==> src/rtl/instr_encoder_loader_pkg.sv <==
// Shared types for the RV32I program loader: instruction formats,
// loader error codes, FSM states and base opcodes.
package instr_encoder_loader_pkg;

    typedef enum logic [2:0] {
        FMT_R = 3'd0,
        FMT_I = 3'd1,
        FMT_S = 3'd2,
        FMT_B = 3'd3,
        FMT_U = 3'd4,
        FMT_J = 3'd5
    } fmt_e;

    typedef enum logic [1:0] {
        ERR_NONE      = 2'd0,
        ERR_IMM_RANGE = 2'd1,
        ERR_IMM_ALIGN = 2'd2,
        ERR_ADDR_OVF  = 2'd3
    } err_e;

    typedef enum logic [2:0] {
        S_IDLE,
        S_ACCEPT,
        S_WRITE,
        S_DONE,
        S_ERROR
    } state_e;

    localparam logic [6:0] OP_REG    = 7'h33;
    localparam logic [6:0] OP_IMM    = 7'h13;
    localparam logic [6:0] OP_STORE  = 7'h23;
    localparam logic [6:0] OP_BRANCH = 7'h63;
    localparam logic [6:0] OP_LUI    = 7'h37;
    localparam logic [6:0] OP_JAL    = 7'h6F;

endpackage

==> src/rtl/instr_encoder_loader_packer.sv <==
// Combinational RV32I field packer: scatters the immediate into the
// selected format and flags immediates that cannot be encoded.
module rv32_field_packer
    import instr_encoder_loader_pkg::*;
(
    input  logic [2:0]  i_fmt,
    input  logic [6:0]  i_opcode,
    input  logic [4:0]  i_rd,
    input  logic [4:0]  i_rs1,
    input  logic [4:0]  i_rs2,
    input  logic [2:0]  i_funct3,
    input  logic [6:0]  i_funct7,
    input  logic [31:0] i_imm,
    output logic [31:0] o_word,
    output logic [1:0]  o_err
);

    logic signed [31:0] w_simm;
    assign w_simm = $signed(i_imm);

    always_comb begin
        o_word = '0;
        o_err  = ERR_NONE;
        unique case (i_fmt)
            FMT_R: begin
                o_word = {i_funct7, i_rs2, i_rs1, i_funct3, i_rd, i_opcode};
            end
            FMT_I: begin
                if (w_simm < -32'sd2048 || w_simm > 32'sd2047)
                    o_err = ERR_IMM_RANGE;
                o_word = {i_imm[11:0], i_rs1, i_funct3, i_rd, i_opcode};
            end
            FMT_S: begin
                if (w_simm < -32'sd2048 || w_simm > 32'sd2047)
                    o_err = ERR_IMM_RANGE;
                o_word = {i_imm[11:5], i_rs2, i_rs1, i_funct3,
                          i_imm[4:0], i_opcode};
            end
            FMT_B: begin
                // Range is checked before alignment
                if (w_simm < -32'sd4096 || w_simm > 32'sd4094)
                    o_err = ERR_IMM_RANGE;
                else if (i_imm[0])
                    o_err = ERR_IMM_ALIGN;
                o_word = {i_imm[12], i_imm[10:5], i_rs2, i_rs1, i_funct3,
                          i_imm[4:1], i_imm[11], i_opcode};
            end
            FMT_U: begin
                if (i_imm[11:0] != 12'd0)
                    o_err = ERR_IMM_ALIGN;
                o_word = {i_imm[31:12], i_rd, i_opcode};
            end
            FMT_J: begin
                if (w_simm < -32'sd1048576 || w_simm > 32'sd1048574)
                    o_err = ERR_IMM_RANGE;
                else if (i_imm[0])
                    o_err = ERR_IMM_ALIGN;
                o_word = {i_imm[20], i_imm[10:1], i_imm[11], i_imm[19:12],
                          i_rd, i_opcode};
            end
            default: begin
                o_err = ERR_IMM_ALIGN;
            end
        endcase
    end

endmodule

==> src/rtl/instr_encoder_loader.sv <==
// Program loader FSM: accepts field bundles, encodes them and writes
// the words sequentially into imem through a write/ack handshake.
module instr_encoder_loader
    import instr_encoder_loader_pkg::*;
#(
    parameter int ADDR_W    = 32,
    parameter int MEM_BYTES = 4096
) (
    input  logic              clk,
    input  logic              rst,
    input  logic              start,
    input  logic              abort,
    input  logic [ADDR_W-1:0] base_addr,
    input  logic              in_valid,
    output logic              in_ready,
    input  logic              in_last,
    input  logic [2:0]        fmt,
    input  logic [6:0]        opcode,
    input  logic [4:0]        rd,
    input  logic [4:0]        rs1,
    input  logic [4:0]        rs2,
    input  logic [2:0]        funct3,
    input  logic [6:0]        funct7,
    input  logic [31:0]       imm,
    output logic              mem_we,
    output logic [ADDR_W-1:0] mem_addr,
    output logic [31:0]       mem_wdata,
    input  logic              mem_ack,
    output logic [15:0]       count,
    output logic              done,
    output logic              err,
    output logic [1:0]        err_code
);

    state_e            r_state;
    state_e            w_next;
    logic [ADDR_W-1:0] r_addr;
    logic [15:0]       r_count;
    logic [31:0]       r_wdata;
    logic              r_last;
    logic [1:0]        r_err_code;

    logic [31:0]       w_word;
    logic [1:0]        w_pack_err;
    logic              w_load;
    logic              w_take;
    logic              w_ack;
    logic              w_err_wr;
    logic [1:0]        w_err_val;
    logic              w_at_end;

    rv32_field_packer u_packer (
        .i_fmt    (fmt),
        .i_opcode (opcode),
        .i_rd     (rd),
        .i_rs1    (rs1),
        .i_rs2    (rs2),
        .i_funct3 (funct3),
        .i_funct7 (funct7),
        .i_imm    (imm),
        .o_word   (w_word),
        .o_err    (w_pack_err)
    );

    assign w_at_end = (r_addr == ADDR_W'(MEM_BYTES - 4));

    always_ff @(posedge clk) begin
        if (rst) r_state <= S_IDLE;
        else     r_state <= w_next;
    end

    always_comb begin
        w_next    = r_state;
        w_load    = 1'b0;
        w_take    = 1'b0;
        w_ack     = 1'b0;
        w_err_wr  = 1'b0;
        w_err_val = ERR_NONE;
        unique case (r_state)
            S_IDLE, S_DONE, S_ERROR: begin
                if (r_state == S_DONE) w_next = S_IDLE;
                if (start) begin
                    w_load   = 1'b1;
                    w_err_wr = 1'b1;
                    if (base_addr[1:0] != 2'b00) begin
                        w_next    = S_ERROR;
                        w_err_val = ERR_ADDR_OVF;
                    end else begin
                        w_next = S_ACCEPT;
                    end
                end
            end
            S_ACCEPT: begin
                if (in_valid) begin
                    if (w_pack_err != ERR_NONE) begin
                        w_next    = S_ERROR;
                        w_err_wr  = 1'b1;
                        w_err_val = w_pack_err;
                    end else begin
                        w_take = 1'b1;
                        w_next = S_WRITE;
                    end
                end
            end
            S_WRITE: begin
                if (mem_ack) begin
                    w_ack = 1'b1;
                    if (r_last) begin
                        w_next = S_DONE;
                    end else if (w_at_end) begin
                        w_next    = S_ERROR;
                        w_err_wr  = 1'b1;
                        w_err_val = ERR_ADDR_OVF;
                    end else begin
                        w_next = S_ACCEPT;
                    end
                end
            end
            default: w_next = S_IDLE;
        endcase
        // Abort wins over any pending ack or start
        if (abort) begin
            w_next    = S_IDLE;
            w_load    = 1'b0;
            w_take    = 1'b0;
            w_ack     = 1'b0;
            w_err_wr  = 1'b1;
            w_err_val = ERR_NONE;
        end
    end

    always_ff @(posedge clk) begin
        if (rst) begin
            r_addr     <= '0;
            r_count    <= '0;
            r_wdata    <= '0;
            r_last     <= 1'b0;
            r_err_code <= ERR_NONE;
        end else begin
            if (w_load) begin
                r_addr  <= base_addr;
                r_count <= '0;
            end
            if (w_take) begin
                r_wdata <= w_word;
                r_last  <= in_last;
            end
            if (w_ack) begin
                r_addr  <= r_addr + ADDR_W'(4);
                r_count <= r_count + 16'd1;
            end
            if (w_err_wr) r_err_code <= w_err_val;
        end
    end

    assign in_ready  = (r_state == S_ACCEPT);
    assign mem_we    = (r_state == S_WRITE);
    assign mem_addr  = r_addr;
    assign mem_wdata = r_wdata;
    assign count     = r_count;
    assign done      = (r_state == S_DONE);
    assign err       = (r_state == S_ERROR);
    assign err_code  = r_err_code;

endmodule
==> config.mk <==
export PLATFORM = sky130hd
export DESIGN_NAME = instr_encoder_loader
export DESIGN_NICKNAME = d
export VERILOG_FILES = /design/src/rtl/instr_encoder_loader_pkg.sv /design/src/rtl/instr_encoder_loader_packer.sv /design/src/rtl/instr_encoder_loader.sv
export SDC_FILE = /design/constraint.sdc
export NUM_CORES = 1
export LEC_CHECK = 0
export ABC_AREA = 1
export CELL_PAD_IN_SITES_DETAIL_PLACEMENT = 2
export CELL_PAD_IN_SITES_GLOBAL_PLACEMENT = 2
export CORE_MARGIN = 1.5
export CORE_UTILIZATION = 30
export DETAILED_ROUTE_END_ITERATION = 7
export DONT_BUFFER_PORTS = 1
export PLACE_DENSITY = 0.83
export RECOVER_POWER = 50
export SYNTH_ARGS = -nofsm -noshare
export SYNTH_HDL_FRONTEND = slang
export SYNTH_SLANG_ARGS = --single-unit
==> constraint.sdc <==
create_clock -name clk -period 2.01 [get_ports clk]
set_input_delay 0.201 -clock clk [delete_from_list [all_inputs] [get_ports clk]]
set_output_delay 0.201 -clock clk [all_outputs]
set_load 0.01 [all_outputs]
=== Word-level counts from Yosys, hierarchy flattened ===
Index checks and enable logic that the tools add are counted.

* Equal/unequal tests: 13
* Multiplexer cells: 46
* $lt $le $gt $ge: 6
* Reduce and logical (&&, ||, !) cells: 13
* Add/subtract/negate cells: 2

{| class="wikitable"
|+ Operators with widths
! kind !! count
|-
| $pmux W32 S6 || 1
|-
| $mux W32 || 2
|-
| $add A32 B3 Y32 const B || 1
|-
| $eq A32 B12 Y1 const B || 1
|-
| $gt A32 B12 Y1 const B || 1
|-
| $gt A32 B13 Y1 const B || 1
|-
| $gt A32 B21 Y1 const B || 1
|-
| $lt A32 B12 Y1 const B || 1
|-
| $lt A32 B13 Y1 const B || 1
|-
| $lt A32 B21 Y1 const B || 1
|-
| $mux W16 || 2
|-
| $mux W2 || 12
|-
| $mux W3 || 8
|-
| $mux W1 || 17
|-
| $add A16 B1 Y16 const B || 1
|-
| $eq A3 B2 Y1 const B || 4
|-
| $reduce_bool A12 Y1 || 1
|-
| $pmux W2 S5 || 1
|-
| $eq A3 B3 Y1 const B || 3
|-
| $pmux W3 S3 || 1
|-
| $eq A3 B1 Y1 const B || 2
|-
| $logic_not A3 Y1 || 2
|-
| $pmux W2 S3 || 1
|-
| $reduce_bool A2 Y1 || 3
|-
| 8 further kinds || 11
|}

* Output and inout port bits: 86
* Bits of input ports: 106
* Word-level logic and storage cells: 86
* Bits in registers: 86

=== Depth between registers and ports, before layout ===
Gate-level depths: netlist (run 1).

* Depth after elaboration: 9
* Gate-level depth with buffers: 16
* Depth with buffers taken out: 15

=== Hierarchy ===
From an unflattened synthesis (run 1), not the netlist that was laid out.

* Cell total of the unflattened synthesis: 971
* Area total of the unflattened synthesis: 5749.3 µm²

{| class="wikitable"
|+ Modules (own cells, without submodules)
! module !! area each (µm²) !! seq. area each (µm²) !! cells each !! instances
|-
| instr_encoder_loader || 4738.3 || 1721.7 || 754 || 1
|-
| rv32_field_packer || 1011.0 || 0.0 || 217 || 1
|}

=== Worst setup path before layout (run 1) ===
Ideal clock, no wire load.

* Path type: register to register
* From: register r_addr[2], in the netlist mem_addr[2]
* To: register r_addr[26], in the netlist mem_addr[26]
* Required time: 1.881 ns
* Setup slack: -0.044 ns
* Setup time: 0.129 ns
* Buffers on the path: 0
* Period minus slack after synthesis: 2.054 ns
* Cell stages (with the launch flop): 14
* Arrival: 1.925 ns
* Path through: dfxtp_1 > ha_1 > nand3_1 > nor2_2 > nand2_1 > nor2_2 > nand2_1 > nor2_2 > nand3_1 > nor2_2 > nand3_2 > xor2_1 > a21oi_1 > nor2_1

* Longest elaborated chain between the ends: 2

{| class="wikitable"
|+ RTL lines
! item !! RTL line !! text
|-
| from (decl) || instr_encoder_loader.sv:37 || <nowiki>logic [ADDR_W-1:0] r_addr;</nowiki>
|-
| from (signal assigned) || instr_encoder_loader.sv:141 || <nowiki>r_addr <= base_addr;</nowiki>
|-
| from (signal assigned) || instr_encoder_loader.sv:149 || <nowiki>r_addr <= r_addr + ADDR_W'(4);</nowiki>
|-
| $add A32 B3 Y32 || instr_encoder_loader.sv:149 ||
|-
| $mux W32 || instr_encoder_loader.sv:148 || <nowiki>if (w_ack) begin</nowiki>
|}

No other way between the ends.
A chain may end at the register's enable or synchronous reset.

=== Worst setup path after layout (run 1) ===
* From: register r_addr[5], in the netlist mem_addr[5]
* To: register r_addr[23], in the netlist mem_addr[23]

Same word-level chain as after synthesis.

==> summary.md, run 1 <==
| Metric | Value |
|---|---|
| Total half-perimeter wirelength after legalization and detailed placement | 15,200 µm |
| Data required, critical path | 2.25 ns |
| Fin Clk Skew | 0.0134 ns |
| Crit path kind | register to register |
| Flop-to-flop setup slack | -0.09 ns |
| Final std cells w/o fill | 1,053 |
| CP max stage delay | 0.37 ns |
| Total Die Area | 18,000 µm² |
| Cell chosen for the clock root | clkbuf_16 |
| Number of max-capacitance violations reported | 0 |
| Worst slew margin relative to its limit | 0.654 |
| Core box area | 16,700 µm² |
| Number of nets in the finished design | 937 |
| Top achievable clock speed | 476 MHz |
| CTS tree | yes |
| Leakage component of the power | 2.37 nW |
| Cell repeated most along the worst path | nand2_2 |
| Hold Path Stages | 1 |
| Violation count after the first detailed-route iteration | 158 |
| Gate count after technology mapping | 774 |
| Instance area after placement | 5730 µm² |
| Vias in the first global route | 5,866 |
| Critical path capture point type | register |
| Share of the clock period used by the worst path after layout | 1.05 |
| Max-slew violations | 0 |
| Arr. time, crit path | 2.34 ns |
| Average cell area after synthesis | 6.65 µm² |
| Peak VDD IR | 0.422 mV |
| Effective utilization at floorplan | 0.308 |
| Number of cells on the worst reg-to-reg path | 11 |
| H-tree lvl count | 3 |
| PD cells | 608 nW/µm² |
| Dpl ws | -0.0962 ns |
| Width of the die | 134 µm |
| Cell area after layout | 6240 µm² |
| Hold Crit Class | input port to register |
| Most frequent standard cell in the layout excluding fill and tap cells | nand2_1 |
| Clk Latency, worst-skew pair | 0.36 ns |
| Minimum clock period | 2.10 ns |
| Critical path's slowest cell | dfxtp_2 |
| Final setup vio count | 5 |
| Largest net degree at the start of global routing | 58 |
| Total power | 3.79 mW |
| Failing checks | hold timing, setup timing |
| Sum of routed wire length over all layers | 20,700 µm |
| Commonest cells after routing, fill and taps aside | nand2_1, nor2_1, dfxtp_1 |
| Maximum clock path buffer count | 2 |
| Gate family responsible for the most delay along the worst path | simple AND/OR/NAND/NOR gates |
| Count of antenna-violating nets left after detailed routing | 0 |
| Global-route usage over all layers | 0.225 |
| Total CTS buffers | 9 |
| Post-Route Hold Slack | -0.0975 ns |
| Worst flop-to-flop path endpoint | mem_addr[23] |
| DIE HEIGHT | 134 µm |
| Worst-path maximum fanout | 4 |
| Hold Vio Cnt, Final | 56 |
| Fraction of layout cells with a size suffix above 1 | 0.211 |
| Clock sinks | 86 |
| Drc violations | 0 |
| Overall via count from detail_route | 5,531 |
| DP Cell Count | 1,023 |
| Number of antenna cells inserted | 0 |
| Number of detailed-route iterations in the first pass | 4 |
| Count of different cell masters after synthesis | 44 |
| Worst slew pin tran | 0.514 ns |
| Post-synthesis sequential element count | 86 |
| Fillcell total | 2,032 |
| Clock slew at reported path FFs | 0.07 ns |
| Outcome | finished with violations |
| Number of I/O port buffers | 0 |
| Critical path startpoint category | register |
| Hold Path End | mem_wdata[4] |
| Cell breakdown of the critical path | buf_4 -> inv_2 -> nor2_4 -> nand2_2 -> nor2_2 -> nand3_2 -> nor4_4 -> nand2_2 -> xor2_1 -> a21oi_1 -> nor2_1 |
| Number of top-level design ports | 192 |
| Number of buffers inserted by hold repair at cts | 4 |
| Detailed-route vias per instance | 5.25 |
| Share of the yosys chip area belonging to registers | 0.334 |
| Area Overhead vs Synth | 21.2% |
| Critical R2R Launch | mem_addr[5] |
| Buffers plus inverters on the worst setup path | 2 |
| Warning count from the yosys run | 0 |
| Hold Crit Start | rst |
| Average detailed-routed wire length per instance | 19.7 µm |
| Residual overflow from global routing | 0 |
| Unrepaired setup endpoints after global routing | true |
| Net Count, Synth | 882 |
| Row cnt | 47 |
| Wire length of the first global-routing pass | 31,800 µm |
| Area of the mapped netlist | 5150 µm² |
| Fin worst setup slack | -0.0915 ns |
| Gpl congestion | 0.849 |
| Number of antenna violations at the first check in global routing | 0 |
-- logic make-up (layout without fill, tap and decap cells) --
| group | Yosys count | count (layout) | synth area share |
|---|---|---|---|
| simple gates | 422 | 422 | 0.369 |
| compound gates | 147 | 147 | 0.177 |
| buf+inv | 103 | 162 | 0.0901 |
| flops | 86 | 86 | 0.334 |
| xor+xnor | 11 | 11 | 0.0187 |
| mux | 3 | 3 | 0.00656 |
| fa+ha+maj | 2 | 2 | 0.00486 |
-- per-stage QoR --
step / TNS, ns / utilization
after global placement: 0 / 0.343
final: -0.256 / 0.374
after CTS: 0 / 0.366
after global routing: -1.85 / 0.374
after detailed placement: -0.312 / 0.343
after floorplan: 0 / -
-- Yosys cell counts (all sizes together) --
cell,n,area (µm²)
nor2,107,470
nand3,34,188
a221oi,3,26.3
nand4,18,113
a22oi,1,7.51
mux2,3,33.8
buf,10,108
a22o,8,70.1
clkbuf,14,52.6
nand2,233,925
dlygate4sd1,1,8.76
o21ai,51,255
or2,2,12.5
o31ai,2,15.0
nor3,17,106
ha,2,25.0
a21oi,54,342
a31oi,9,56.3
and3,1,6.26
dfxtp,86,1720
xor2,10,87.6
nor4,10,77.6
o21bai,1,7.51
inv,78,295
o22ai,4,25.0
a211oi,6,45.0
xnor2,1,8.76
o2111ai,1,8.76
o211ai,7,52.6
-- power by group --
group / switching, mW / internal [mW] / total [mW] / leakage [nW]
clock network: 0.732 / 0.862 / 1.59 / 0.127
registers: 0.0443 / 1.74 / 1.78 / 0.700
logic: 0.266 / 0.151 / 0.417 / 1.54
total: 1.04 / 2.75 / 3.79 / 2.37
-- layout make-up --
| class | count | area (µm²) | area share |
|---|---|---|---|
| Clock buffer | 11 | 243 | 0.0389 |
| Clock inverter | 4 | 25.0 | 0.00401 |
| Inverter | 78 | 295 | 0.0473 |
| Multi-Input combinational cell | 585 | 3120 | 0.500 |
| Sequential cell | 86 | 1730 | 0.278 |
| Tap cell | 220 | 275 | 0.0441 |
| Timing Repair Buffer | 69 | 551 | 0.0882 |
-- flip-flops by register name, indices dropped and copies added (netlist names) --
| register | count |
|---|---|
| mem_wdata | 32 |
| count | 16 |
| r_state | 3 |
| r_last | 1 |
| mem_addr | 32 |
| err_code | 2 |
-- routing by layer --
| layer | vias up | global-route usage | share of wire |
|---|---|---|---|
| met5 | - | 0 | 0 |
| met4 | 0 | 0.0687 | 0.020 |
| met3 | 26 | 0.0654 | 0.065 |
| met2 | 155 | 0.395 | 0.50 |
| met1 | 2694 | 0.265 | 0.41 |
| li1 | 2656 | - | - |
-- how the worst max path moves through the flow --
stage / start / end / slack, ns / cells after the start
3_3_place_gp: mem_addr[2] / mem_addr[26] / 0.004 / 13
5_1_grt: mem_addr[2] / mem_addr[23] / -0.23 / 11
2_1_floorplan: mem_addr[3] / mem_addr[26] / 0.003 / 13
6_report: mem_addr[5] / mem_addr[23] / -0.09 / 11
3_5_place_dp: mem_addr[2] / mem_addr[26] / -0.1 / 13
4_1_cts: r_state[1] / count[15] / 0.0003 / 9
-- repair_timing --
item | 4_1_cts | 5_1_grt
endpoints found under the setup margin | 10 | 33
gates resized for setup | 9 | 30
pin swaps | 8 | 24
endpoints found under the hold margin | 60 | 56
buffers inserted | 6 | 6
(Power assumes the default switching activity.)
==> inputs of run 2 (changes only) <==
- ABC_AREA: 1 -> default
- CORE_ASPECT_RATIO: default -> 0.6
- CTS_CLUSTER_DIAMETER: default -> 100
- PLACE_DENSITY: 0.83 -> 0.78
==> summary.md, run 2 <==
| Metric | Value |
|---|---|
| Outcome | finished with violations |
| Failing checks | setup timing |
| Leakage component of the power | 2.35 nW |
| Share of the yosys chip area belonging to registers | 0.327 |
| Number of antenna cells inserted | 0 |
| Post-synth EDFFs | 0 |
| Critical path's slowest cell | or3b_4 |
| Dpl ws | -0.354 ns |
| Critical path capture point type | register |
| Instance area after placement | 6050 µm² |
| Count of antenna-violating nets left after detailed routing | 0 |
| Cell chosen for the clock root | clkbuf_16 |
| Number of max-capacitance violations reported | 0 |
| Worst slew pin tran | 0.523 ns |
| Drc violations | 0 |
| DIE HEIGHT | 106 µm |
| Fin worst setup slack | -0.0246 ns |
| Wire length of the first global-routing pass | 34,300 µm |
| Hold Crit Class | input port to register |
| Net Count, Synth | 759 |
| Post-synthesis sequential element count | 86 |
| Fin Clk Skew | 0.0133 ns |
| Area fraction of the dominant cell type after synthesis | 0.327 |
| Gpl congestion | 0.927 |
| Ranking of synthesized cells by area | dfxtp_1, a21oi_1, nand2_1, nor2_1, mux2_4 |
| Average detailed-routed wire length per instance | 23.7 µm |
| Average cell area after synthesis | 8.10 µm² |
| Fraction of layout cells with a size suffix above 1 | 0.234 |
| Cell area after layout | 6560 µm² |
| Row cnt | 37 |
| Worst-path maximum fanout | 4 |
| Effective utilization at floorplan | 0.307 |
| Vias in the first global route | 5,847 |
| Gate count after technology mapping | 651 |
| H-tree lvl count | 3 |
| Number of antenna violations at the first check in global routing | 0 |
| Minimum clock period | 2.03 ns |
| Number of nets in the finished design | 821 |
| Number of top-level design ports | 192 |
| CP max stage delay | 0.42 ns |
| Post-synth top cells | dfxtp_1, nand2_1, nor2_1, a21oi_1, nand2b_1 |
| Arr. time, crit path | 2.31 ns |
| Fraction of registers with async set or reset after synthesis | 0 |
| Clock sinks | 86 |
| Area Overhead vs Synth | 24.4% |
| Most frequent standard cell in the layout excluding fill and tap cells | dfxtp_1 |
| Final setup vio count | 1 |
| Data required, critical path | 2.28 ns |
| Crit path kind | register to register |
| Detailed-route vias per instance | 5.78 |
| Core box area | 17,200 µm² |
| CTS tree | yes |
| PD cells | 613 nW/µm² |
| Global-route usage over all layers | 0.236 |
| Hold Vio Cnt, Final | 0 |
| Fillcell total | 1,931 |
| Clock slew at reported path FFs | 0.07 ns |
| Largest net degree at the start of global routing | 75 |
| Number of detailed-route iterations in the first pass | 5 |
| Cell type with the highest aggregate area in the netlist | dfxtp_1 |
| Top achievable clock speed | 492 MHz |
| Clk Latency, worst-skew pair | 0.34 ns |
| Commonest cells after routing, fill and taps aside | dfxtp_1, nand2_1, nor2_1 |
| Total Die Area | 18,400 µm² |
| Maximum clock path buffer count | 2 |
| Max-slew violations | 0 |
| Sum of routed wire length over all layers | 22,600 µm |
| Total half-perimeter wirelength after legalization and detailed placement | 16,900 µm |
| Overall via count from detail_route | 5,503 |
| Warning count from the yosys run | 0 |
| Residual overflow from global routing | 0 |
| Worst slew margin relative to its limit | 0.651 |
| Peak VDD IR | 0.320 mV |
| Share of the clock period used by the worst path after layout | 1.01 |
| Unrepaired setup endpoints after global routing | true |
| Most frequently used flop master after synthesis | dfxtp_1 |
| Cell breakdown of the critical path | or3b_4 -> inv_4 -> buf_4 -> nand4_1 -> or2_4 -> or4_4 -> a31oi_1 |
| Width of the die | 174 µm |
| Violation count after the first detailed-route iteration | 265 |
| Critical path startpoint category | register |
| Most frequent cell after synthesis | dfxtp_1 |
| Total CTS buffers | 9 |
| Area of the mapped netlist | 5270 µm² |
| Count of different cell masters after synthesis | 65 |
| Number of I/O port buffers | 0 |
[run 2: cell types whose count changed in the layout (fill, tap and decap cells not counted), moves of 18 or more]
| cell | before | now |
|---|---|---|
| inv_1 | 73 | 5 |
| clkbuf_1 | 8 | 26 |
| nor2b_1 | 0 | 26 |
| nand2b_1 | 0 | 31 |
| nor2_1 | 81 | 61 |
| mux2i_1 | 0 | 19 |
| a21oi_1 | 33 | 55 |
| o21ai_0 | 45 | 13 |
| nor2_2 | 20 | 2 |
| nand2_2 | 25 | 1 |
| nand2_1 | 208 | 62 |
| a21oi_2 | 21 | 2 |
[run 2: path summary, 6_finish.rpt]
check	start	to	slack, ns	cells past startpoint
worst max-delay path	r_state[2]	mem_addr[16]	-0.02	7
worst min-delay path	base_addr[15]	mem_addr[15]	0.01	2
worst max register to register	r_state[2]	mem_addr[16]	-0.02	7
worst min register to register	mem_wdata[0]	mem_wdata[0]	0.53	2
[run 2: kinds of logic after synthesis]
group,Yosys count,synth area share
simple gates,314,0.320
xor+xnor,2,0.00332
buf+inv,46,0.0456
compound gates,150,0.186
mux,51,0.114
fa+ha+maj,2,0.00475
flops,86,0.327
[run 2: final cells by class]
cell class,count,area [µm²],share of cell area
Clock buffer,11,233,0.0355
Tap cell,234,293,0.0446
Clock inverter,5,83.8,0.0128
Inverter,6,25.0,0.00382
Multi-Input combinational cell,519,3540,0.540
Sequential cell,86,1730,0.263
Timing Repair Buffer,91,659,0.101
[run 2: what timing repair did]
action                                  4_1_cts  5_1_grt
endpoints found under the hold margin        48        0
pin swaps                                     4       13
endpoints found under the setup margin       13       49
hold buffers                                  5        0
buffers inserted                              1        6
gates resized for setup                      10       31
[run 2: metal layers]
metal | GRT usage | vias up | share of wire
met4 | 0.0480 | 0 | 0.0079
met1 | 0.312 | 2814 | 0.46
met5 | 0 | - | 0
met2 | 0.376 | 155 | 0.47
li1 | - | 2516 | -
met3 | 0.0750 | 18 | 0.062
[run 2: where the power goes]
group	total [mW]	internal [mW]	switching [mW]
logic	0.441	0.185	0.256
clock network	1.81	1.09	0.715
registers	1.77	1.74	0.0320
[run 2: critical path, delay by kind of cell, from the launching register on]
family | cells | cell delay (ns)
AND/OR/NAND/NOR | 4 | 1.27
buffers and inverters | 2 | 0.25
flip-flops | 1 | 0.32
AO/OA/AOI/OAI | 1 | 0.14
[run 2: through the flow]
stage / utilization / power (mW) / setup TNS [ns] / hold WS, ns / instances
floorplan: - / 2.11 / -1.78 / 0.280 / 651
global placement: 0.352 / 2.19 / -3.83 / 0.281 / 924
detailed placement: 0.352 / 2.22 / -7.60 / 0.284 / 924
CTS: 0.376 / 4.08 / 0 / 0.00114 / 946
global route: 0.382 / 4.19 / -0.820 / 0.00330 / 952
finish: 0.382 / 4.02 / -0.0246 / 0.0140 / 952
